File: src/rtl/led_seq_pkg.sv
// Shared definitions for the LED pattern sequencer.
//   mode_e      : the six display modes, encoded in 3 bits
//   NUM_MODES   : number of valid modes (mode wraps from NUM_MODES-1 to 0)
//   alt_base()  : alternating base pattern with the MSB set
package led_seq_pkg;

    typedef enum logic [2:0] {
        MODE_STATIC = 3'd0,
        MODE_GROUP  = 3'd1,
        MODE_OFF    = 3'd2,
        MODE_ALT    = 3'd3,
        MODE_CHASE  = 3'd4,
        MODE_BOUNCE = 3'd5
    } mode_e;

    localparam int NUM_MODES = 6;

    // Bit i is set when its distance from the MSB is even, so the MSB is
    // always lit regardless of whether led_w is odd or even.
    function automatic logic [31:0] alt_base(input int led_w);
        logic [31:0] a;
        a = '0;
        for (int i = 0; i < 32; i++) begin
            if (i < led_w && ((led_w - 1 - i) % 2) == 0) begin
                a[i] = 1'b1;
            end
        end
        return a;
    endfunction

endpackage

File: src/rtl/led_pattern_sequencer_in_sync_edge.sv
// in_sync_edge: conditions one asynchronous active-high button input.
//   clk      in  1  system clock
//   rst_n    in  1  asynchronous active-low reset
//   async_in in  1  raw button level from the pin
//   pulse    out 1  registered one-cycle pulse, 3 cycles after the pin rises
// A held level yields a single pulse; the next pulse needs a release first.
module in_sync_edge (
    input  logic clk,
    input  logic rst_n,
    input  logic async_in,
    output logic pulse
);

    logic meta_q, meta_d;
    logic sync_q, sync_d;
    logic prev_q, prev_d;
    logic pulse_q, pulse_d;

    always_comb begin
        meta_d  = async_in;
        sync_d  = meta_q;
        prev_d  = sync_q;
        pulse_d = sync_q & ~prev_q;
    end

    always_ff @(posedge clk or negedge rst_n) begin
        if (!rst_n) begin
            meta_q  <= 1'b0;
            sync_q  <= 1'b0;
            prev_q  <= 1'b0;
            pulse_q <= 1'b0;
        end else begin
            meta_q  <= meta_d;
            sync_q  <= sync_d;
            prev_q  <= prev_d;
            pulse_q <= pulse_d;
        end
    end

    assign pulse = pulse_q;

endmodule

File: src/rtl/led_pattern_sequencer.sv
// led_pattern_sequencer: six-mode LED animation driver.
//   clk       in  1      system clock
//   reset_n   in  1      asynchronous active-low reset
//   in        in  1      mode-advance button (async, active-high)
//   start     in  1      run button (async, active-high)
//   pause     in  1      freeze button (async, active-high)
//   ledr      out LED_W  registered LED drive
//   mode      out 3      current mode 0..5
//   paused    out 1      display frozen
//   step_tick out 1      one-cycle pulse on each animation step
module led_pattern_sequencer
    import led_seq_pkg::*;
#(
    parameter int          LED_W      = 18,
    parameter int          TICK_DIV   = 25000000,
    parameter logic [31:0] STATIC_PAT = 32'h30,
    parameter logic [31:0] GROUP_PAT  = 32'h38CCC
) (
    input  logic             clk,
    input  logic             reset_n,
    input  logic             in,
    input  logic             start,
    input  logic             pause,
    output logic [LED_W-1:0] ledr,
    output logic [2:0]       mode,
    output logic             paused,
    output logic             step_tick
);

    localparam int                CNT_W    = $clog2(TICK_DIV);
    localparam int                POS_W    = $clog2(LED_W);
    localparam logic [CNT_W-1:0]  CNT_MAX  = CNT_W'(TICK_DIV - 1);
    localparam logic [POS_W-1:0]  POS_MAX  = POS_W'(LED_W - 1);
    localparam logic [LED_W-1:0]  STATIC_V = STATIC_PAT[LED_W-1:0];
    localparam logic [LED_W-1:0]  GROUP_V  = GROUP_PAT[LED_W-1:0];
    localparam logic [31:0]       ALT_FULL = alt_base(LED_W);
    localparam logic [LED_W-1:0]  ALT_V    = ALT_FULL[LED_W-1:0];
    localparam logic [LED_W-1:0]  BIT0     = {{(LED_W-1){1'b0}}, 1'b1};

    logic in_pulse, start_pulse, pause_pulse;

    mode_e            mode_q, mode_d;
    logic             paused_q, paused_d;
    logic [CNT_W-1:0] cnt_q, cnt_d;
    logic             phase_q, phase_d;
    logic [POS_W-1:0] pos_q, pos_d;
    logic             dir_down_q, dir_down_d;
    logic [LED_W-1:0] ledr_q, ledr_d;

    logic             step;
    logic [POS_W-1:0] pos_inc, pos_dec;
    logic [LED_W-1:0] pat;

    in_sync_edge u_sync_in (
        .clk      (clk),
        .rst_n    (reset_n),
        .async_in (in),
        .pulse    (in_pulse)
    );

    in_sync_edge u_sync_start (
        .clk      (clk),
        .rst_n    (reset_n),
        .async_in (start),
        .pulse    (start_pulse)
    );

    in_sync_edge u_sync_pause (
        .clk      (clk),
        .rst_n    (reset_n),
        .async_in (pause),
        .pulse    (pause_pulse)
    );

    assign step    = !paused_q && (cnt_q == CNT_MAX);
    assign pos_inc = pos_q + POS_W'(1);
    assign pos_dec = pos_q - POS_W'(1);

    // Run/pause flag: start has priority when both buttons land together.
    always_comb begin
        paused_d = paused_q;
        if (start_pulse) begin
            paused_d = 1'b0;
        end else if (pause_pulse) begin
            paused_d = 1'b1;
        end
    end

    // Mode, tick counter and animation state. A mode change restarts the
    // animation from its initial state even while paused.
    always_comb begin
        mode_d     = mode_q;
        cnt_d      = cnt_q;
        phase_d    = phase_q;
        pos_d      = pos_q;
        dir_down_d = dir_down_q;
        if (in_pulse) begin
            mode_d     = (mode_q == MODE_BOUNCE) ? MODE_STATIC : mode_e'(mode_q + 3'd1);
            cnt_d      = '0;
            phase_d    = 1'b0;
            pos_d      = '0;
            dir_down_d = 1'b0;
        end else if (!paused_q) begin
            if (step) begin
                cnt_d   = '0;
                phase_d = ~phase_q;
                if (mode_q == MODE_BOUNCE) begin
                    // Direction flips as an end is reached so ends show for one step.
                    if (!dir_down_q) begin
                        pos_d = pos_inc;
                        if (pos_inc == POS_MAX) dir_down_d = 1'b1;
                    end else begin
                        pos_d = pos_dec;
                        if (pos_dec == '0) dir_down_d = 1'b0;
                    end
                end else begin
                    pos_d = (pos_q == POS_MAX) ? '0 : pos_inc;
                end
            end else begin
                cnt_d = cnt_q + CNT_W'(1);
            end
        end
    end

    // Pattern selection; the output register freezes while paused.
    always_comb begin
        pat = '0;
        unique case (mode_q)
            MODE_STATIC: pat = STATIC_V;
            MODE_GROUP:  pat = phase_q ? ~GROUP_V : GROUP_V;
            MODE_OFF:    pat = '0;
            MODE_ALT:    pat = ALT_V ^ {LED_W{phase_q}};
            MODE_CHASE:  pat = BIT0 << pos_q;
            MODE_BOUNCE: pat = BIT0 << pos_q;
            default:     pat = '0;
        endcase
        ledr_d = paused_q ? ledr_q : pat;
    end

    always_ff @(posedge clk or negedge reset_n) begin
        if (!reset_n) begin
            mode_q     <= MODE_STATIC;
            paused_q   <= 1'b0;
            cnt_q      <= '0;
            phase_q    <= 1'b0;
            pos_q      <= '0;
            dir_down_q <= 1'b0;
            ledr_q     <= '0;
        end else begin
            mode_q     <= mode_d;
            paused_q   <= paused_d;
            cnt_q      <= cnt_d;
            phase_q    <= phase_d;
            pos_q      <= pos_d;
            dir_down_q <= dir_down_d;
            ledr_q     <= ledr_d;
        end
    end

    assign ledr      = ledr_q;
    assign mode      = mode_q;
    assign paused    = paused_q;
    assign step_tick = step;

endmodule
File: config.mk
export PLATFORM = sky130hd
export DESIGN_NAME = led_pattern_sequencer
export DESIGN_NICKNAME = d
export VERILOG_FILES = /design/src/rtl/led_seq_pkg.sv /design/src/rtl/led_pattern_sequencer_in_sync_edge.sv /design/src/rtl/led_pattern_sequencer.sv
export SDC_FILE = /design/constraint.sdc
export NUM_CORES = 1
export LEC_CHECK = 0
export BUFFER_PORTS_ARGS = -buffer_cell sky130_fd_sc_hd__buf_4
export CORE_MARGIN = 3
export CORE_UTILIZATION = 59
export CTS_BUF_LIST = sky130_fd_sc_hd__clkbuf_8 sky130_fd_sc_hd__clkbuf_16
export DETAILED_ROUTE_END_ITERATION = 16
export GPL_TIMING_DRIVEN = 0
export PLACE_DENSITY = 0.79
export SLEW_MARGIN = 20
export SYNTH_ARGS = -nofsm -noshare
export SYNTH_HDL_FRONTEND = slang
export SYNTH_SLANG_ARGS = --single-unit
File: constraint.sdc
create_clock -name clk -period 3 [get_ports clk]
set_input_delay 0.6 -clock clk [delete_from_list [all_inputs] [get_ports clk]]
set_output_delay 0.6 -clock clk [all_outputs]
set_load 0.01 [all_outputs]
**Yosys cells after proc, flatten, opt, wreduce, memory -nomap -nowiden**

Index checks and enable logic that the tools add are counted.

- Logic and storage cells: 74
- Output and inout bits: 23
- Register bits after elaboration: 66

- Add/subtract/negate cells: 4
- Eq/ne operators: 8
- Reductions and logical operators: 10
- Multiplexer cells: 24
- Shift-type cells: 1
- Bitwise gates (word level): 8

Operators with widths:

| operator | number |
|---|---|
| 25-bit two-way mux | 3 |
| 18-bit case mux with 4 select lines | 1 |
| 5-bit two-way mux | 6 |
| 25-bit by 1-bit adder with 25-bit output, second input constant | 1 |
| 25-bit == test, second input constant | 1 |
| 18-bit two-way mux | 1 |
| 1-bit by 5-bit << shifter with 18-bit output, first input constant | 1 |
| 1-bit two-way mux | 12 |
| 5-bit == test, second input constant | 2 |
| 9-bit inverter | 1 |
| 3-bit == test, second input constant | 2 |
| 2-bit nonzero test | 3 |
| 5-bit by 1-bit adder with 5-bit output, second input constant | 1 |
| 5-bit logical NOT | 1 |
| 5-bit by 1-bit subtractor with 5-bit output, second input constant | 1 |
| 1-bit inverter | 4 |
| 3-bit by 1-bit adder with 3-bit output, second input constant | 1 |
| 1-bit bitwise AND | 3 |
| 3-bit by 1-bit == test with 1-bit output, second input constant | 1 |
| 3-bit by 2-bit == test with 1-bit output, second input constant | 1 |
| 3-bit logical NOT | 1 |
| 3-bit two-way mux | 1 |
| 3-bit AND reduction | 1 |
| 2-bit by 1-bit != test with 1-bit output, second input constant | 1 |
| 4 further kinds | 4 |

**Longest topological paths before layout**

Gate-level depths: netlist (run 1).

- Depth after elaboration: 8
- Mapped depth: 8
- Gate-level depth less buffers: 7

**By module**

From an unflattened synthesis (run 1), not the netlist that was laid out.

- Cells, all modules: 357
- Area, all modules: 3435.8 µm²

By module, submodules not included:

| module | area an instance (µm²) | cells each | instances |
|---|---|---|---|
| led_pattern_sequencer | 3094.2 | 342 | 1 |
| in_sync_edge | 113.9 | 5 | 3 |

**Worst setup path before layout (run 1)**

No wires, ideal clock.

- Path type: register to output
- Start point: reg cnt_q[8]
- End point: out step_tick
- Data arrival time: 1.963 ns
- Cell stages (with the launch flop): 7
- Required time: 2.400 ns
- Path slack: 0.437 ns
- Path through: dfrtp_1 > buf_6 > or4b_1 > or4_4 > or2_1 > buf_6 > clkinv_4

- Cells in the longest elaborated chain, start to end: 2

RTL lines:

| item | line | RTL |
|---|---|---|
| start, declared | led_pattern_sequencer.sv:44 | `logic [CNT_W-1:0] cnt_q, cnt_d;` |
| start signal, assigned | led_pattern_sequencer.sv:152 | `cnt_q <= cnt_d;` |
| 25-bit == test | led_pattern_sequencer.sv:75 | `assign step = !paused_q && (cnt_q == CNT_MAX);` |
| 1-bit logical AND | led_pattern_sequencer.sv:75 |  |
| end, declared | led_pattern_sequencer.sv:27 | `output logic step_tick` |

No other way between the ends.

**Worst setup path in the final report (run 1)**

- Start point: reg cnt_q[15]
- End point: out step_tick

The elaborated chain is that of the path after synthesis.

==> metrics.md, run 1 <==
| Metric | Value |
|---|---|
| Status | completed |
| Yosys warns | 0 |
| Synth Area in Simple Gates | 23.3% |
| Worst-path maximum fanout | 4 |
| Cell-internal power | 1840 uW |
| Fin worst setup slack | 0.0482 ns |
| Psw | approximately 820 uW |
| Worst skew pair latency | 0.35 ns |
| Largest net degree at the start of global routing | 67 |
| DR WL/cell | 16.8 um |
| Asr flop ratio synth | 100% |
| Reg power frac | 41.6% |
| Primary FF master, synth | dfrtp_1 |
| Most frequent cells in the layout | dfrtp_1, nand2_1, nor2_1 |
| Footprint of the multi-input gates | 0.00156 mm^2 |
| Worst-Margin Slew | 1.12 ns |
| CTS Buf Count | 9 |
| Total grt overflow | 0 |
| GP Congestion | 0.934 |
| FF-to-FF path depth | 7 |
| Vias in the first global route | between 2,000 and 3,000 |
| Pre-CTS setup slack | about 0.21 ns |
| Synth Area in XOR/XNOR | 5.79% |
| Largest area contributor in the netlist | dfrtp_1 |
| Max Clk Rate | 339 MHz |
| Crit share post-route | 98.4% |
| Cells after Synth | approximately 350 |
| Register area share after synthesis | approximately half |
| Seq. cell area | 0.00166 mm^2 |
| Area grow syn2layout | 17.8% |
| CTS Sinks | 66 |
| Worst slew margin | between 20% and 30% |
| Max IR drop VDD | 526 uV |
| Minimum clock period | 2.95 ns |
| # IOs | 28 |
| Largest family of logic cells by synthesized area | simple AND/OR/NAND/NOR gates |
| CTS root buffer | clkbuf_8 |
| Crit path to | step_tick |
| Total of max-cap violations | 0 |
| RSZ-0062 raised after global routing | true |
| Inst Count DP | 448 |
| First-pass GRT wire length | 13.4 mm |
| Nets | 410 |
| FF-to-FF End | pos_q[2] |
| Die Span Y | 81.1 um |
| Clock slew at reported path FFs | 0.07 ns |
| Setup Skew | 0.00643 ns |
| Die X | slightly above 80 um |
| Syn avg cell area | roughly 9.5 um^2 |
| Synth Area in Compound Gates | 13.0% |
| Total Routed Length | 7.89 mm |
| Mapped Area | 0.00333 mm^2 |
| Clock network fraction of total power | between 30% and 40% |
| CP endpoint kind | output port |
| Share of layout cells above drive strength 1 | 16.0% |
| Register-to-register setup slack | roughly 0.47 ns |
| Net Sw Frac | 30.9% |
| 1st-iter DRT viols | 252 |
| Vias per cell | 6.06 |
| Top post-synthesis cells by area | dfrtp_1, nand2_1, nor2_1 |
| Final HPWL DP | 5.28 mm |
| DR vias | ~2,800 |
| Most common cell after layout, fill and taps aside | dfrtp_1 |
| Endpoints failing hold | 0 |
| Post-synth EDFFs | 0 |
| CTS tree | yes |
| Arr. time, crit path | 2.35 ns |
| Synth cell types | 52 |
| CTS Buffer Depth | 2 |
| Syn_nets | 366 |
| Slew Viols, Final | 0 |
| Leakage | 0.00171 uW |
| Ant diodes | 0 |
| PwrDens | just under 700 mW/mm^2 |
| Total GRT Usage | 27.1% |
| H-tree depth | 3 |
| Antenna violations before repair | 0 |
| Rows | 26 |
| Antenna-violating nets left | 0 |
| Power share of the combinational group | about a quarter |
| # port buffers | 27 |
| Layout Cells excl Fill | 470 |
| Reg-to-reg startpoint | cnt_q[15] |
| Post-Synth Adder-Cell Area | 3.76% |
| Core area | 0.00527 mm^2 |
| CP Launch Point | cnt_q[15] |
| Starting Density | 63.2% |
| Final setup fails | 0 |
| Die area | 0.00658 mm^2 |
| Share of the synthesized area in the top cell type | 49.6% |
| Fillers | about 400 |
| #FFs+latches synth | 66 |
| Crit path kind | reg -> out |
| Residual DRC | 0 |
| Post-synthesis mux area share | 0.977% |
| Crit path launch type | flip-flop |
| Drt pass-1 iters | 5 |
| Hold/Removal Path Class | in -> async |
| Required @ worst endpoint | 2.40 ns |
==> how the worst min path moves through the flow <==
stage	endpoint	slack, ns	start	cells past startpoint
detailed placement	u_sync_pause.prev_d	0.34	u_sync_pause.meta_q	0
CTS	u_sync_start.meta_q	0.34	start	1
global route	u_sync_pause.meta_q	0.32	pause	1
floorplan	cnt_q[0]	0.30	reset_n	0
global placement	u_sync_pause.prev_d	0.34	u_sync_pause.meta_q	0
finish	ledr[13]	0.32	reset_n	1
==> cell usage after synthesis, types with 2 or more instances <==
cell,number
a211oi_1,2
a21o_1,3
a21oi_1,12
a31oi_1,14
and3_1,6
buf_6,2
clkbuf_1,12
dfrtp_1,66
ha_1,10
inv_1,9
mux2_2,2
nand2_1,40
nand2b_1,2
nand3_1,18
nand4_1,13
nor2_1,37
nor2b_1,8
nor3_1,6
nor4_1,6
o21ai_0,25
or3_1,3
or4_1,4
or4b_1,2
xnor2_1,7
xor2_1,15
==> what timing repair did <==
action | 4_1_cts | 5_1_grt
setup buffers | 5 | 2
pin swaps | 3 | 3
resized for setup | 4 | 2
hold buffers | 0 | 0
setup endpoints to repair | 1 | 1
==> kinds of logic (layout without fill, tap and decap cells) <==
logic type               count (synthesis)  in the layout
AND/OR/NAND/NOR                        154            154
AO/OA/AOI/OAI                           70             70
flip-flops                              66             66
buffers and inverters                   26             75
XOR/XNOR                                22             22
adder cells (fa/ha/maj)                 10             10
multiplexers                             3              3
==> power by group through the flow <==
| stage | sequential (uW) | combinational, uW | clock (uW) |
|---|---|---|---|
| 4_1_cts | 1110 | 655 | 914 |
| 6_report | 1110 | 658 | 900 |
| 5_1_grt | 1120 | 724 | 963 |
| 3_5_place_dp | 1120 | 649 | 0 |
| 3_3_place_gp | 1110 | 631 | 0 |
| 2_1_floorplan | 1150 | 327 | 0 |
==> per-layer routing <==
metal	share of wire [%]	vias to the layer above	wire [um]	global-route usage, %
met5	0	-	0	0
met4	1.7	0	136	8.11
met3	8.9	15	703	9.42
met2	46	136	3640	41.6
met1	43	1353	3410	36.3
li1	-	1342	-	-
==> worst max-delay path, cell delays in order (launching register included) <==
cell	delay [ns]
dfrtp_1	0.42
or4b_1	0.54
or4_4	0.55
or2_1	0.24
buf_6	0.14
clkinv_8	0.04
buf_6	0.08
==> sequential cells by signal, indices dropped and copies added, names as in the netlist, 3 cells and up <==
signal and flops:
cnt_q 25, ledr 18, mode 3, pos_q 5
==> cell type report <==
cell class / instances / area share (%)
timing repair buffer: 34 / 6.60
sequential: 66 / 42.2
buffer: 14 / 1.56
clock inverter: 7 / 3.03
clock buffer: 9 / 3.16
inverter: 11 / 1.37
multi-input combinational: 259 / 39.8
tap: 70 / 2.23
==> metrics by stage <==
step | TNS, ns | hold WS [ns] | total power [uW] | instance area (um^2) | utilization [%]
CTS | -0.00688 | 0.338 | 2670 | 3920 | 74.3
detailed placement | 0 | 0.340 | 1770 | 3620 | 68.7
global route | -0.0479 | 0.323 | 2810 | 3920 | 74.4
floorplan | 0 | 0.304 | 1480 | 3330 | -
global placement | 0 | 0.343 | 1750 | 3620 | 68.7
finish | 0 | 0.321 | 2670 | 3920 | 74.4
No activity file was read; power rests on OpenSTA's default activity.
==> run 2, diff against run 1 <==
--- a/config.mk
+++ b/config.mk
@@ -5,7 +5,7 @@
 export SDC_FILE = /design/constraint.sdc
 export NUM_CORES = 1
 export LEC_CHECK = 0
-export BUFFER_PORTS_ARGS = -buffer_cell sky130_fd_sc_hd__buf_4
+export BUFFER_PORTS_ARGS = -buffer_cell sky130_fd_sc_hd__buf_2
 export CORE_MARGIN = 3
 export CORE_UTILIZATION = 59
 export CTS_BUF_LIST = sky130_fd_sc_hd__clkbuf_8 sky130_fd_sc_hd__clkbuf_16
==> metrics.md, run 2 (synthesis gave the netlist of run 1 again) <==
| Metric | Value |
|---|---|
| Status | completed (unchanged) |
| DR WL/cell | 16.5 um (was 16.8 um) |
| Crit path kind | reg -> out (unchanged) |
| Rows | 26 (unchanged) |
| CP top delay family | simple AND/OR/NAND/NOR gates (unchanged) |
| Crit share post-route | 98.1% (was 98.4%) |
| CTS Sinks | 66 (unchanged) |
| Vias per cell | 6.13 (was 6.06) |
| H-tree depth | 3 (unchanged) |
| Total GRT Usage | 26.4% (was 27.1%) |
| CP Cell Sequence | or4b_1, or4_4, or2_1, buf_6, clkinv_8, buf_6 (unchanged) |
| Core area | 0.00527 mm^2 (unchanged) |
| Final core occ | 73.7% (was 74.4%) |
| Pre-CTS setup slack | 0.204 ns (was 0.210 ns) |
| Worst-path maximum fanout | 2 (was 4) |
| Drt pass-1 iters | 4 (was 5) |
| Share of layout cells above drive strength 1 | 16.6% (was 16.0%) |
| Required @ worst endpoint | 2.40 ns (about the same) |
| Total of max-cap violations | 0 (unchanged) |
| Fin worst setup slack | 0.0584 ns (was 0.0482 ns) |
| CTS Buffer Depth | 2 (unchanged) |
| Worst-Margin Slew | 1.13 ns (was 1.12 ns) |
| DR vias | 2,899 (was 2,846) |
| Total Routed Length | 7.82 mm (was 7.89 mm) |
| Crit path launch type | flip-flop (unchanged) |
| Worst slew margin | 23.9% (was 24.6%) |
| Die Span Y | 81.1 um (unchanged) |
| Final HPWL DP | 5.31 mm (was 5.28 mm) |
| # port buffers | 27 (unchanged) |
| Ant diodes | 0 (unchanged) |
| Vias in the first global route | 2,720 (was 2,725) |
| Antenna violations before repair | 0 (unchanged) |
| Die X | 81.1 um (unchanged) |
| Starting Density | 63.2% (unchanged) |
| Slew Viols, Final | 0 (unchanged) |
| CTS tree | yes (unchanged) |
| Post-cts hold buffer count | 0 (unchanged) |
| Clock slew at reported path FFs | 0.07 ns (about the same) |
| Final setup fails | 0 (unchanged) |
| Reg-to-reg startpoint | cnt_q[9] (was cnt_q[15]) |
| Total power | 2540 uW (was 2670 uW) |
| Endpoints failing hold | 0 (unchanged) |
| GP Congestion | 0.930 (was 0.934) |
| Layout Cells excl Fill | 473 (was 470) |
| CTS root buffer | clkbuf_8 (unchanged) |
| PwrDens | 655 mW/mm^2 (was 680 mW/mm^2) |
| Largest register FFs | 25 (unchanged) |
| Setup Skew | 0.00629 ns (was 0.00643 ns) |
| Hold/Removal Path Class | in -> async (unchanged) |
| Worst skew pair latency | 0.36 ns (was 0.35 ns) |
| Inst Count DP | 449 (was 448) |
| Max IR drop VDD | 404 uV (was 526 uV) |
| WP buf/inv | 3 (unchanged) |
| Arr. time, crit path | 2.34 ns (was 2.35 ns) |
| Antenna-violating nets left | 0 (unchanged) |
| # IOs | 28 (unchanged) |
| Crit-path most repeated cell | buf_6 (unchanged) |
| Residual DRC | 0 (unchanged) |
| Die area | 0.00658 mm^2 (unchanged) |
| Most frequent cells in the layout | dfrtp_1, nand2_1, nor2_1 (unchanged) |
| Max Clk Rate | 340 MHz (was 339 MHz) |
| Crit path max-delay cell type | or4b_1 (was or4_4) |
| Largest net degree at the start of global routing | 35 (was 67) |
| 1st-iter DRT viols | 228 (was 252) |
| Nets | 413 (was 410) |
| Leakage | 0.00172 uW (was 0.00171 uW) |
| FF-to-FF path depth | 9 (was 7) |
| CTS Buf Count | 9 (unchanged) |
| Area grow syn2layout | 16.6% (was 17.8%) |
| CP endpoint kind | output port (unchanged) |
| Register-to-register setup slack | 0.48 ns (was 0.47 ns) |
| Slowest stage delay, CP | 0.54 ns (was 0.55 ns) |
| Total grt overflow | 0 (unchanged) |
| Hold WS | 0.169 ns (was 0.321 ns) |
| Minimum clock period | 2.94 ns (was 2.95 ns) |
| First-pass GRT wire length | 13.0 mm (was 13.4 mm) |
| Most common cell after layout, fill and taps aside | dfrtp_1 (unchanged) |
| Biggest register | cnt_q (unchanged) |
| FF-to-FF End | dir_down_q (was pos_q[2]) |
==> run 2: how the worst max path moves through the flow <==
| stage | start | cells after the start | end |
|---|---|---|---|
| 6_report | cnt_q[9] | 6 | step_tick |
| 5_1_grt | cnt_q[23] | 6 | step_tick |
| 4_1_cts | cnt_q[9] | 6 | step_tick |
| 3_5_place_dp | cnt_q[8] | 7 | step_tick |
| 3_3_place_gp | cnt_q[8] | 7 | step_tick |
| 2_1_floorplan | cnt_q[8] | 6 | step_tick |
==> run 2: timing repair <==
action,CTS,global route
gates resized for setup,3,1
buffers inserted,8,1
pin swaps,4,3
endpoints found under the setup margin,1,1
==> run 2: layout make-up <==
type	count	area (um^2)
clock buffer	10	138
buffer	14	61.3
inverter	11	53.8
tap	70	87.6
clock inverter	6	90.1
multi-input combinational	259	1570
sequential	66	1650
fill	405	1390
timing repair buffer	37	231
==> run 2: power breakdown <==
group	internal, uW	switching (uW)
combinational	229	366
sequential	1010	90.5
clock	491	354
total	1730	810
==> run 2: per-layer routing <==
layer	up-vias	GRT usage [%]	part of all wire (%)
met1	1425	35.8	43
met4	0	8.45	1.7
met3	17	7.87	8.1
li1	1342	-	-
met2	115	40.7	47
met5	-	0	0
==> run 2: through the flow <==
| step | cell area (um^2) | TNS, ns |
|---|---|---|
| final | 3880 | 0 |
| after CTS | 3880 | 0 |
| after global placement | 3550 | 0 |
| after floorplan | 3330 | 0 |
| after global routing | 3880 | -0.00162 |
| after detailed placement | 3570 | 0 |
==> run 2: worst reg2reg max path: stages, from the launching register on <==
cell and delay, ns:
dfrtp_2 0.41, or4b_1 0.54, or4_4 0.54, or2_1 0.23, buf_6 0.13, clkinv_8 0.04, buf_4 0.09, buf_4 0.15
a21oi_2 0.07, a311oi_2 0.23
==> run 3, diff against run 2 <==
--- a/config.mk
+++ b/config.mk
@@ -7,11 +7,12 @@
 export LEC_CHECK = 0
 export BUFFER_PORTS_ARGS = -buffer_cell sky130_fd_sc_hd__buf_2
 export CORE_MARGIN = 3
-export CORE_UTILIZATION = 59
+export CORE_UTILIZATION = 60
 export CTS_BUF_LIST = sky130_fd_sc_hd__clkbuf_8 sky130_fd_sc_hd__clkbuf_16
 export DETAILED_ROUTE_END_ITERATION = 16
 export GPL_TIMING_DRIVEN = 0
-export PLACE_DENSITY = 0.79
+export PLACE_DENSITY = 0.8
+export REMOVE_ABC_BUFFERS = 1
 export SLEW_MARGIN = 20
 export SYNTH_ARGS = -nofsm -noshare
 export SYNTH_HDL_FRONTEND = slang
==> constraint.sdc (replaced) <==
create_clock -name clk -period 3.61 [get_ports clk]
set_input_delay 0.1805 -clock clk [delete_from_list [all_inputs] [get_ports clk]]
set_output_delay 0.1805 -clock clk [all_outputs]
set_load 0.01 [all_outputs]
==> metrics.md, run 3 (synthesis gave the netlist of run 1 again) <==
| Metric | Value |
|---|---|
| Worst slew margin | 29.7% (was 23.9%) |
| WP buf/inv | 2 (was 3) |
| Largest net degree at the start of global routing | 67 (was 35) |
| Crit path kind | reg -> out (unchanged) |
| Setup TNS Final | 0 ns (unchanged) |
| Total of max-cap violations | 0 (unchanged) |
| CTS root buffer | clkbuf_8 (unchanged) |
| Residual DRC | 0 (unchanged) |
| Vias per cell | 6.11 (was 6.13) |
| Crit path depth | 5 (was 6) |
| PwrDens | 536 mW/mm^2 (was 655 mW/mm^2) |
| Total GRT Usage | 24.0% (was 26.4%) |
| CP Cell Sequence | or3_1, or4_1, or2_1, clkinv_4, buf_2 (was or4b_1, or4_4, or2_1, buf_6, clkinv_8, buf_6) |
| Antenna violations before repair | 0 (unchanged) |
| Total grt overflow | 0 (unchanged) |
| Crit path max-delay cell type | dfrtp_1 (was or4b_1) |
| Hold/Removal Path Class | reg -> reg (was in -> async) |
| Crit share post-route | 83.3% |
| First-pass GRT wire length | 12.0 mm (was 13.0 mm) |
| H-tree depth | 3 (unchanged) |
| Cell count of the worst hold path | 0 |
| Psw | 626 uW (was 810 uW) |
| Slew Viols, Final | 0 (unchanged) |
| Slowest stage delay, CP | 0.77 ns (was 0.54 ns) |
| Minimum clock period | ~3 ns |
| Share of layout cells above drive strength 1 | 13.1% (was 16.6%) |
| Die Span Y | 80.5 um (was 81.1 um) |
| Most frequent cells in the layout | dfrtp_1, nand2_1, nor2_1 (unchanged) |
| Drt pass-1 iters | 6 (was 4) |
| Setup Skew | 0.00852 ns (was 0.00629 ns) |
| 1st-iter DRT viols | 215 (was 228) |
| Most common cell after layout, fill and taps aside | dfrtp_1 (unchanged) |
| Largest register FFs | 25 (unchanged) |
| Arr. time, crit path | 2.83 ns (was 2.34 ns) |
| Power share of the combinational group | 22.4% (was 23.4%) |
| Post-CTS resize count | 0 (was 3) |
| Max Clk Rate | 333 MHz |
| Crit path launch type | flip-flop (unchanged) |
| CTS Buf Count | 9 (unchanged) |
| CTS Buffer Depth | 2 (unchanged) |
| Ant diodes | 0 (unchanged) |
| Nets | 393 (was 413) |
| DR WL/cell | 15.6 um (was 16.5 um) |
| Max IR drop VDD | 347 uV (was 404 uV) |
| Biggest register | cnt_q (unchanged) |
| Die X | 80.5 um (was 81.1 um) |
| CP endpoint kind | output port (unchanged) |
| Reg-to-reg startpoint | paused (was cnt_q[9]) |
| CTS tree | yes (unchanged) |
| Net Sw Frac | 31.3% (was 31.9%) |
| Reg power frac | 46.9% (was 43.4%) |
| Hold path start | u_sync_start.meta_q |
| Antenna-violating nets left | 0 (unchanged) |
| Status | completed (unchanged) |
| # port buffers | 27 (unchanged) |
| Total Routed Length | 7.06 mm (was 7.82 mm) |
| Cell-internal power | 1370 uW (was 1730 uW) |
| Worst skew pair latency | 0.34 ns (was 0.36 ns) |
| Required @ worst endpoint | 3.43 ns (was 2.40 ns) |
| FF-to-FF path depth | 5 (was 9) |
| FF-to-FF End | cnt_q[23] (was dir_down_q) |
| Vias in the first global route | 2,646 (was 2,720) |
| Clock network fraction of total power | 30.6% (was 33.2%) |
| # IOs | 28 (unchanged) |
| GP Congestion | 0.886 (was 0.930) |
| Worst-Margin Slew | 1.05 ns (was 1.13 ns) |
| CP Launch Point | paused (was cnt_q[9]) |
| DR vias | 2,766 (was 2,899) |
| Hold WS | 0.350 ns (was 0.169 ns) |
| Area grow syn2layout | 11.9% (was 16.6%) |
| CP top delay family | simple AND/OR/NAND/NOR gates (unchanged) |
| Endpoints failing hold | 0 (unchanged) |
| Register-to-register setup slack | 0.78 ns (was 0.48 ns) |
| CTS Sinks | 66 (unchanged) |
| Leakage | 0.00165 uW (was 0.00172 uW) |
| Starting Density | 63.6% (was 63.2%) |
| Rows | 26 (unchanged) |
| Clock slew at reported path FFs | 0.06 ns (was 0.07 ns) |
| Final HPWL DP | 4.70 mm (was 5.31 mm) |
| Worst-path maximum fanout | 35 (was 2) |
| Core area | 0.00524 mm^2 (was 0.00527 mm^2) |
| Hold endpoint | u_sync_start.prev_d |
| Die area | 0.00648 mm^2 (was 0.00658 mm^2) |
| Final setup fails | 0 (unchanged) |
| RSZ-0062 raised after global routing | false |
run 3: what timing repair did:
| item | CTS | global route |
|---|---|---|
| hold endpoints to repair | 69 | 0 |
| setup endpoints to repair | 0 | 0 |
| hold buffers | 4 | 0 |
| buffers inserted | 0 | 0 |
run 3: metal layers:
| layer | global-route usage (%) | part of all wire (%) | up-vias | routed length (um) |
|---|---|---|---|---|
| li1 | - | - | 1305 | - |
| met4 | 8.78 | 1.2 | 0 | 86 |
| met1 | 32.4 | 47 | 1345 | 3290 |
| met3 | 5.61 | 6.2 | 11 | 441 |
| met2 | 37.6 | 46 | 105 | 3250 |
| met5 | 0 | 0 | - | 0 |
run 3: per-stage QoR:
step | std cells | total power [uW] | setup slack (ns) | utilization (%) | area [um^2]
final | 453 | 2000 | 0.604 | 71.1 | 3730
after global routing | 453 | 2120 | 0.447 | 71.1 | 3730
after CTS | 453 | 2010 | 0.595 | 71.0 | 3720
after detailed placement | 433 | 1390 | 0.801 | 66.5 | 3480
after global placement | 433 | 1380 | 0.814 | 66.4 | 3480
after floorplan | 336 | 1220 | 1.22 | - | 3260
run 3: final cells by class:
type | instances | area [um^2]
flip-flops and latches | 66 | 1650
clock inverters | 5 | 46.3
clock buffers | 11 | 151
multi-input cells | 259 | 1570
fillers | 410 | 1510
inverters | 11 | 46.3
well taps | 70 | 87.6
repair buffers | 31 | 178
run 3: power groups by stage:
stage	clock network, uW	logic, uW	registers (uW)
finish	612	448	937
global route	654	507	956
CTS	620	450	935
detailed placement	0	443	949
global placement	0	434	945
floorplan	0	242	976
run 3: how the worst max path moves through the flow:
stage,endpoint
detailed placement,cnt_q[23]
finish,step_tick
CTS,step_tick
global placement,cnt_q[23]
floorplan,cnt_q[23]
global route,step_tick
